--- src/rtl/dut_rr_arbiter.sv ---
// -----------------------------------------------------------------------------
// dut_rr_arbiter
//
// Round-robin arbiter sharing one valid/data/ready channel among NUM_REQ
// requesters. The winner's payload is latched at grant, presented to the
// downstream block with a single-cycle valid pulse, and the transfer then
// waits for ready. A completed transfer acks the winner; a transfer whose
// ready never arrives within TIMEOUT wait cycles is aborted with a
// timeout_err pulse. In both cases priority rotates past the granted index.
//
// Ports
//   clk          clock, rising edge
//   rst          asynchronous reset, active low
//   req_valid    per-requester request, held until its req_ack
//   req_data     requester i payload at [i*DATA_W +: DATA_W]
//   req_ack      one-cycle completion pulse to the granted requester
//   dut_valid    single-cycle valid to the downstream block
//   dut_data     latched payload (holds while dut_valid is low)
//   dut_ready    ready from the downstream block (only honoured in WAIT)
//   busy         high while a transfer is in SEND or WAIT
//   grant_id     index of the current or most recent grant
//   timeout_err  one-cycle pulse when a transfer is aborted
//   xfer_count   completed transfers, saturating at 16'hFFFF
//
// State | meaning
// IDLE  | no transfer; pick the next eligible requester from the pointer
// SEND  | dut_valid high for exactly this cycle
// WAIT  | waiting for dut_ready; watchdog counts idle wait cycles
// -----------------------------------------------------------------------------
module dut_rr_arbiter #(
  parameter int NUM_REQ = 4,
  parameter int DATA_W  = 8,
  parameter int TIMEOUT = 15
) (
  input  logic                       clk,
  input  logic                       rst,
  input  logic [NUM_REQ-1:0]         req_valid,
  input  logic [NUM_REQ*DATA_W-1:0]  req_data,
  output logic [NUM_REQ-1:0]         req_ack,
  output logic                       dut_valid,
  output logic [DATA_W-1:0]          dut_data,
  input  logic                       dut_ready,
  output logic                       busy,
  output logic [$clog2(NUM_REQ)-1:0] grant_id,
  output logic                       timeout_err,
  output logic [15:0]                xfer_count
);

  localparam int         ID_W    = $clog2(NUM_REQ);
  localparam logic [7:0] TO_LAST = 8'(TIMEOUT - 1);

  typedef enum logic [1:0] {
    IDLE = 2'd0,
    SEND = 2'd1,
    WAIT = 2'd2
  } state_t;

  state_t              state_q, state_d;
  logic [ID_W-1:0]     ptr_q, ptr_d;
  logic [7:0]          cnt_q, cnt_d;

  logic [NUM_REQ-1:0]  req_ack_d;
  logic                dut_valid_d;
  logic [DATA_W-1:0]   dut_data_d;
  logic                busy_d;
  logic [ID_W-1:0]     grant_id_d;
  logic                timeout_err_d;
  logic [15:0]         xfer_count_d;

  logic [NUM_REQ-1:0]  elig;
  logic                found;
  logic [ID_W-1:0]     win_id;
  logic [ID_W-1:0]     scan_id;
  logic [ID_W-1:0]     ptr_after_grant;

  // (base + off) mod NUM_REQ without a divider; off is always < NUM_REQ.
  function automatic logic [ID_W-1:0] wrap_add(input logic [ID_W-1:0] base,
                                                input int off);
    int s;
    s = int'(base) + off;
    if (s >= NUM_REQ) s = s - NUM_REQ;
    return ID_W'(s);
  endfunction

  // A requester sitting in its ack cycle still shows req_valid high; mask it
  // so the same request is not granted a second time.
  assign elig = req_valid & ~req_ack;

  always_comb begin : pick_winner
    found   = 1'b0;
    win_id  = '0;
    scan_id = '0;
    for (int k = 0; k < NUM_REQ; k++) begin
      scan_id = wrap_add(ptr_q, k);
      if (!found && elig[scan_id]) begin
        found  = 1'b1;
        win_id = scan_id;
      end
    end
  end

  assign ptr_after_grant = wrap_add(grant_id, 1);

  always_comb begin : fsm_next
    state_d       = state_q;
    ptr_d         = ptr_q;
    cnt_d         = cnt_q;
    req_ack_d     = '0;
    dut_valid_d   = 1'b0;
    dut_data_d    = dut_data;
    busy_d        = busy;
    grant_id_d    = grant_id;
    timeout_err_d = 1'b0;
    xfer_count_d  = xfer_count;

    case (state_q)
      IDLE: begin
        if (found) begin
          dut_data_d  = req_data[win_id*DATA_W +: DATA_W];
          grant_id_d  = win_id;
          dut_valid_d = 1'b1;
          busy_d      = 1'b1;
          state_d     = SEND;
        end
      end

      SEND: begin
        cnt_d   = '0;
        state_d = WAIT;
      end

      WAIT: begin
        if (dut_ready) begin
          req_ack_d    = NUM_REQ'(1) << grant_id;
          xfer_count_d = (xfer_count == 16'hFFFF) ? xfer_count
                                                  : xfer_count + 16'd1;
          ptr_d        = ptr_after_grant;
          busy_d       = 1'b0;
          state_d      = IDLE;
        end else if (cnt_q == TO_LAST) begin
          // This cycle is the TIMEOUT-th wait cycle without ready.
          timeout_err_d = 1'b1;
          ptr_d         = ptr_after_grant;
          busy_d        = 1'b0;
          state_d       = IDLE;
        end else begin
          cnt_d = cnt_q + 8'd1;
        end
      end

      default: begin
        busy_d  = 1'b0;
        state_d = IDLE;
      end
    endcase
  end

  always_ff @(posedge clk or negedge rst) begin
    if (!rst) begin
      state_q     <= IDLE;
      ptr_q       <= '0;
      cnt_q       <= '0;
      req_ack     <= '0;
      dut_valid   <= 1'b0;
      dut_data    <= '0;
      busy        <= 1'b0;
      grant_id    <= '0;
      timeout_err <= 1'b0;
      xfer_count  <= '0;
    end else begin
      state_q     <= state_d;
      ptr_q       <= ptr_d;
      cnt_q       <= cnt_d;
      req_ack     <= req_ack_d;
      dut_valid   <= dut_valid_d;
      dut_data    <= dut_data_d;
      busy        <= busy_d;
      grant_id    <= grant_id_d;
      timeout_err <= timeout_err_d;
      xfer_count  <= xfer_count_d;
    end
  end

endmodule
--- config.mk ---
export PLATFORM = sky130hd
export DESIGN_NAME = dut_rr_arbiter
export DESIGN_NICKNAME = d
export VERILOG_FILES = /design/src/rtl/dut_rr_arbiter.sv
export SDC_FILE = /design/constraint.sdc
export NUM_CORES = 1
export LEC_CHECK = 0
export CORE_MARGIN = 2
export CORE_UTILIZATION = 30
export CTS_CLUSTER_DIAMETER = 100
export DETAILED_ROUTE_END_ITERATION = 12
export PLACE_DENSITY_LB_ADDON = 0.05
export SYNTH_ARGS = -nofsm -noshare
export SYNTH_HDL_FRONTEND = slang
export SYNTH_SLANG_ARGS = --single-unit
--- constraint.sdc ---
create_clock -name clk -period 3.28 [get_ports clk]
set_clock_uncertainty 0.15 [all_clocks]
set_input_delay 0.656 -clock clk [delete_from_list [all_inputs] [get_ports clk]]
set_output_delay 0.656 -clock clk [all_outputs]
set_load 0.02 [all_outputs]
==> results of run 1 <==
-- worst max path at each step --
stage / endpoint / slack [ps] / from / cells past startpoint
floorplan: grant_id[1] / 1270 / req_valid[0] / 5
global placement: dut_data[3] / 470 / req_valid[2] / 6
detailed placement: dut_data[3] / 470 / req_valid[2] / 6
CTS: dut_data[4] / 780 / req_valid[2] / 6
global route: dut_data[1] / 660 / req_valid[2] / 6
finish: dut_data[2] / 810 / req_valid[2] / 6
-- per-layer routing --
| metal | vias up | track usage |
|---|---|---|
| met1 | 877 | 0.2073 |
| li1 | 923 | - |
| met4 | 0 | 0.04104 |
| met5 | - | 0 |
| met3 | 6 | 0.03255 |
| met2 | 37 | 0.2105 |
-- cell type report --
type | count | area [um2]
clock buffer | 7 | 86.33
clock inverter | 1 | 30.03
fill | 761 | 4347
inverter | 9 | 33.78
multi-input combinational | 157 | 1176
sequential | 45 | 1126
tap | 102 | 127.6
timing repair buffer | 73 | 720.7
-- power groups by stage --
stage | logic (mW) | registers [mW] | clock network [mW]
after detailed placement | 0.997 | 0.867 | 0
after floorplan | 0.466 | 0.962 | 0
after global routing | 1.08 | 0.888 | 0.479
after CTS | 0.999 | 0.859 | 0.454
final | 0.974 | 0.859 | 0.440
after global placement | 0.992 | 0.873 | 0
-- state kept, by name, indices dropped and copies added, names as in the netlist --
name         flops
xfer_count      16
cnt_q            8
dut_data         8
req_ack          4
grant_id         2
ptr_q            2
state_q          2
busy             1
dut_valid        1
timeout_err      1
-- per-stage QoR --
step	worst slack, ps	util	power [mW]
2_1_floorplan	1266	-	1.428
3_3_place_gp	466.7	0.4164	1.865
3_5_place_dp	468.4	0.4164	1.864
4_1_cts	779.5	0.4316	2.312
5_1_grt	661.0	0.4316	2.448
6_report	812.1	0.4316	2.272
-- critical path, cell delays in order --
cell and delay [ps]:
clkdlybuf4s50_1 490, nor2b_1 240, a311oi_2 160, nor2_4 530, mux2i_1 260, o221ai_1 130
-- cell families (layout without fill, tap and decap cells) --
logic type,after synthesis,after routing,synth area share
AO/OA/AOI/OAI,31,31,0.1002
XOR/XNOR,16,16,0.05967
adder cells (fa/ha/maj),7,7,0.03729
buffers and inverters,12,90,0.02290
flip-flops,45,45,0.4795
multiplexers,19,19,0.08417
AND/OR/NAND/NOR,84,84,0.2163
-- cells in the final DEF, fill, tap and decap left out, types with 7 or more instances in the layout --
| cell | synthesis | layout |
|---|---|---|
| o21ai_0 | 10 | 10 |
| nor3_1 | 7 | 7 |
| o221ai_1 | 9 | 9 |
| mux2i_1 | 16 | 16 |
| nand2_1 | 18 | 18 |
| nor2b_1 | 7 | 7 |
| dfrtp_1 | 45 | 45 |
| ha_1 | 7 | 7 |
| nor2_1 | 11 | 11 |
| xor2_1 | 11 | 11 |
| inv_1 | 9 | 9 |
| clkdlybuf4s50_1 | 0 | 70 |
==> reports/results.txt, run 1 <==
Inst Count DP: 386
switching share of power: 0.3766
FMAX: 405.2 MHz
Reg2Reg Depth: 6
CTS Buf Count: 5
synthesized flop and latch total: 45
Root Buffer: clkbuf_8
IO Pins: 72
CTS clock-pin slew for the worst setup and hold paths: 90 ps
headroom to the max-slew limit: 0.5463
leakage: 1.452 nW
core area: 7647 um2
Synth area leaders: dfrtp_1, mux2i_1, xor2_1
cells after synthesis: 214
Syn Std Cell Area: 2349 um2
post_cts resized: 0
min Tclk post-route: 2468 ps
# H-tree levels: 2
RSZ-0062 raised after global routing: no
DR top layer: met4
Fin. Hold Viols: 0
Post-CTS Setup Repair Bufs: 0
switching pwr: 0.8557 mW
worst r2r src: cnt_q[0]
Post-DP Area: 3184 um2
largest net degree at the start of global routing: 26
cell taking the most area after synthesis: dfrtp_1
Slew Viols, Final: 0
initial antenna violation count: 0
Die H: 92.48 um
Starting Density: 0.3071
Pre-Repair DR Iteration Count: 4
Final setup violation count: 0
antenna diode count: 0
ratio of cells with drive above 1 in the final layout: 0.07534
WL met1: 2.881 mm
met3 WL: 189 um
syn avg cell area: 10.97 um2
Async SR Flop Fraction: 1.000
crit path max fanout: 17
maximum clock insertion buffer count: 2
Clock Latency Late Sink: 290 ps
Total Routed Length: 5.699 mm
most frequent cells after synthesis: dfrtp_1, nand2_1, mux2i_1, nor2_1, xor2_1
routed wl met2: 2.557 mm
Comb pwr share: 0.428
TNS Setup: 0 ps
I/O Buffers: 71
startpoint types: input port
max-cap viol count: 0
Via Count: 1843
DR iter-0 viols: 65
top-count cell post-synth: dfrtp_1
nets: 337
# hold bufs at CTS: 0
Crit. End Element: register
R2R Path End: ptr_q[1]
Power Dens Cells: 688.5 nW/um2
# DRC: 0
dpl hpwl: 4.184 mm
routability cong.: 0.7558
sequential share of the synthesized area: 0.4795
Final period util: 0.7524
Core Rows: 32
number of synthesized flops with an enable pin: 0
average vias per placed instance: 4.678
Die ar.: 8552 um2
global route total overflow: 0
die width: 92.48 um
worst endpoint required time: 3290 ps
final instance area: 3301 um2
reg-to-reg slack, setup: 1150 ps
Hold Crit Class: input port to async pin
TritonCTS clock tree: done
Ys Warns: 0
outcome: completed
Hold WS: 170.3 ps
worst-margin pin slew: 673.2 ps
worst setup path class: input port to register
Detail Route Antenna Nets: 0
clock share of power: 0.194
cell-internal power: 1.417 mW
Synth cell types: 45
WL/cell: 14.46 um
P&R area growth vs syn: 40.54%
first-pass GRT wire length: 9.708 mm
clk sinks: 45
Synth Flop Type: dfrtp_1
Post-Syn Nets: 260
sequential share of power: 0.378
Yosys top cell area share: 0.4795
vias in the first global route: 1879
Global Route Usage Sum: 0.1422
Critical Path AT: 2480 ps
Non-Filler Instances: 394
Max IR drop VDD: 0.2715 mV
No activity file was read; power rests on OpenSTA's default activity.
==> inputs of run 2 (changes only) <==
==> constraint.sdc (replaced) <==
create_clock -name clk -period 2.3 [get_ports clk]
set_clock_uncertainty 0.15 [all_clocks]
set_input_delay 0.46 -clock clk [delete_from_list [all_inputs] [get_ports clk]]
set_output_delay 0.46 -clock clk [all_outputs]
set_load 0.02 [all_outputs]
==> run 2 against run 1 <==
The flow now finishes with violations (negative hold slack). Die area did not move. Non-clock buffer count rose by 12. Worst setup slack got worse by 660 ps. Design area rose by 2.5%. Combinational power rose by 56%. Global-route usage fell by 0.24 points.
==> reports/results.txt, run 2 (synthesized netlist as in run 1, its figures left out) <==
outcome: finished with violations (was completed)
violated checks: negative hold slack
Fin. Hold Viols: 21 (was 0)
Root Buffer: clkbuf_8 (unchanged)
worst endpoint required time: 2340 ps (was 3290 ps)
critical path's largest stage delay: 500 ps (was 530 ps)
dpl hpwl: 4.316 mm (was 4.184 mm)
CTS Buf Count: 5 (unchanged)
Starting Density: 0.3071 (unchanged)
RSZ-0062 raised after global routing: no (unchanged)
worst setup path class: register to register (was input port to register)
Die ar.: 8552 um2 (unchanged)
average vias per placed instance: 4.734 (was 4.678)
Max IR drop VDD: 0.4137 mV (was 0.2715 mV)
Die H: 92.48 um (unchanged)
Final setup violation count: 0 (unchanged)
Post-CTS Setup Repair Bufs: 0 (unchanged)
maximum clock insertion buffer count: 2 (unchanged)
Reg with most FFs: xfer_count (unchanged)
first-pass GRT wire length: 9.556 mm (was 9.708 mm)
vias in the first global route: 1916 (was 1879)
max-cap viol count: 0 (unchanged)
headroom to the max-slew limit: 0.6415 (was 0.5463)
Via Count: 1922 (was 1843)
Reg2Reg Depth: 6 (unchanged)
Core Rows: 32 (unchanged)
startpoint types: register (was input port)
WL/cell: 14.13 um (was 14.46 um)
Worst Slack Setup Final: 152.9 ps (was 812.1 ps)
Pre-Repair DR Iteration Count: 4 (unchanged)
Clock Latency Late Sink: 300 ps (was 290 ps)
reg-to-reg slack, setup: 150 ps (was 1150 ps)
# hold bufs at CTS: 0 (unchanged)
P&R area growth vs syn: 44.01% (was 40.54%)
start point of the critical path: cnt_q[0] (was req_valid[2])
CP endpoint: ptr_q[1] (was dut_data[2])
global route total overflow: 0 (unchanged)
R2R Path End: ptr_q[1] (unchanged)
Final period util: 0.9335
worst r2r src: cnt_q[0] (unchanged)
Non-Filler Instances: 406 (was 394)
Global Route Usage Sum: 0.1399 (was 0.1422)
crit path max fanout: 6 (was 17)
area of the multi-input gates: 1176 um2 (unchanged)
crit path max-delay cell type: or4_1 (was nor2_4)
leakage: 1.506 nW (was 1.452 nW)
I/O Buffers: 71 (unchanged)
Critical Path AT: 2190 ps (was 2480 ps)
most common cell after layout, fill and taps aside: clkdlybuf4s50_1 (unchanged)
FF+latch area: 1126 um2 (unchanged)
Slew Viols, Final: 0 (unchanged)
CTS clock-pin slew for the worst setup and hold paths: 80 ps (was 90 ps)
core area: 7647 um2 (unchanged)
die width: 92.48 um (unchanged)
routability cong.: 0.7934 (was 0.7558)
Crit. End Element: register (unchanged)
Hold Crit Class: input port to async pin (unchanged)
# H-tree levels: 2 (unchanged)
largest net degree at the start of global routing: 25 (was 26)
Total Routed Length: 5.738 mm (was 5.699 mm)
min Tclk post-route: 2147 ps
largest registers: xfer_count: 16 flops, cnt_q: 8 flops, dut_data: 8 flops (unchanged)
worst-margin pin slew: 537.8 ps (was 673.2 ps)
Power Dens Cells: 955.8 nW/um2 (was 688.5 nW/um2)
fillcell total: 719 (was 761)
nets: 349 (was 337)
# DRC: 0 (unchanged)
Hold WS: -18.55 ps (was 170.3 ps)
Inst Count DP: 398 (was 386)
Detail Route Antenna Nets: 0 (unchanged)
TritonCTS clock tree: done (unchanged)
ratio of cells with drive above 1 in the final layout: 0.1118 (was 0.07534)
leading cell types in the layout, fill and taps excluded: clkdlybuf4s50_1, dfrtp_1, nand2_1 (unchanged)
pre-CTS setup slack: -95.06 ps (was 468.4 ps)
FMAX: 465.7 MHz
IO Pins: 72 (unchanged)
max FFs per register: 16 (unchanged)
antenna diode count: 0 (unchanged)
clk sinks: 45 (unchanged)
DR iter-0 viols: 117 (was 65)
critical path cell sequence: inv_1 > ha_1 > nand4b_1 > or4_1 > a21boi_2 > mux2_1 (was clkdlybuf4s50_1 > nor2b_1 > a311oi_2 > nor2_4 > mux2i_1 > o221ai_1)
initial antenna violation count: 0 (unchanged)
post_cts resized: 0 (unchanged)
-- run 2: cell types whose count changed in the layout (fill, tap and decap cells not counted) --
cell / previous run / this run
bufinv_16: 1 / 0
buf_4: 2 / 12
clkbuf_8: 6 / 5
clkinv_2: 0 / 2
buf_12: 0 / 2
-- run 2: how the worst min path moves through the flow --
stage | start | end | slack [ps] | cells after the start
finish | rst | cnt_q[5] | -20 | 1
CTS | rst | cnt_q[1] | 2 | 1
floorplan | rst | busy | 10 | 0
global route | rst | xfer_count[8] | 5 | 1
detailed placement | rst | cnt_q[5] | 330 | 1
global placement | dut_data[4] | dut_data[4] | 320 | 2
-- run 2: area by class of cell --
cell class                      count  area share
Timing Repair Buffer               85      0.2471
Clock buffer                        6     0.02146
Multi-Input combinational cell    157      0.3478
Inverter                            9    0.009989
Tap cell                          102     0.03774
Clock inverter                      2    0.002960
Sequential cell                    45      0.3330
-- run 2: per-layer routing --
metal	wire length (um)	up-vias	GRT usage
li1	-	949	-
met3	270	7	0.04150
met2	2560	40	0.2038
met4	61	0	0.03731
met1	2846	926	0.2019
met5	0	-	0
-- run 2: worst max-delay path: cells and delay by family (launching register included) --
kind | cells | cell delay [ps]
AO/OA/AOI/OAI | 1 | 220
adder cells (fa/ha/maj) | 1 | 140
multiplexers | 1 | 330
buffers and inverters | 1 | 80
AND/OR/NAND/NOR | 2 | 680
flip-flops | 1 | 440
-- run 2: stage by stage --
stage / instance area, um2 / hold WS (ps) / util / power [mW] / setup TNS (ps)
floorplan: 2349 / 14.41 / - / 2.036 / 0
global placement: 3299 / 318.1 / 0.4314 / 2.773 / -538.8
detailed placement: 3299 / 327.2 / 0.4314 / 2.777 / -584.3
CTS: 3382 / 1.663 / 0.4422 / 3.276 / 0
global route: 3382 / 4.762 / 0.4422 / 3.481 / 0
finish: 3382 / -18.55 / 0.4422 / 3.233 / 0
-- run 2: power by group --
group	internal, mW	switching, mW	total [mW]
clock network	0.211	0.276	0.487
logic	0.773	0.750	1.52
registers	1.00	0.220	1.22
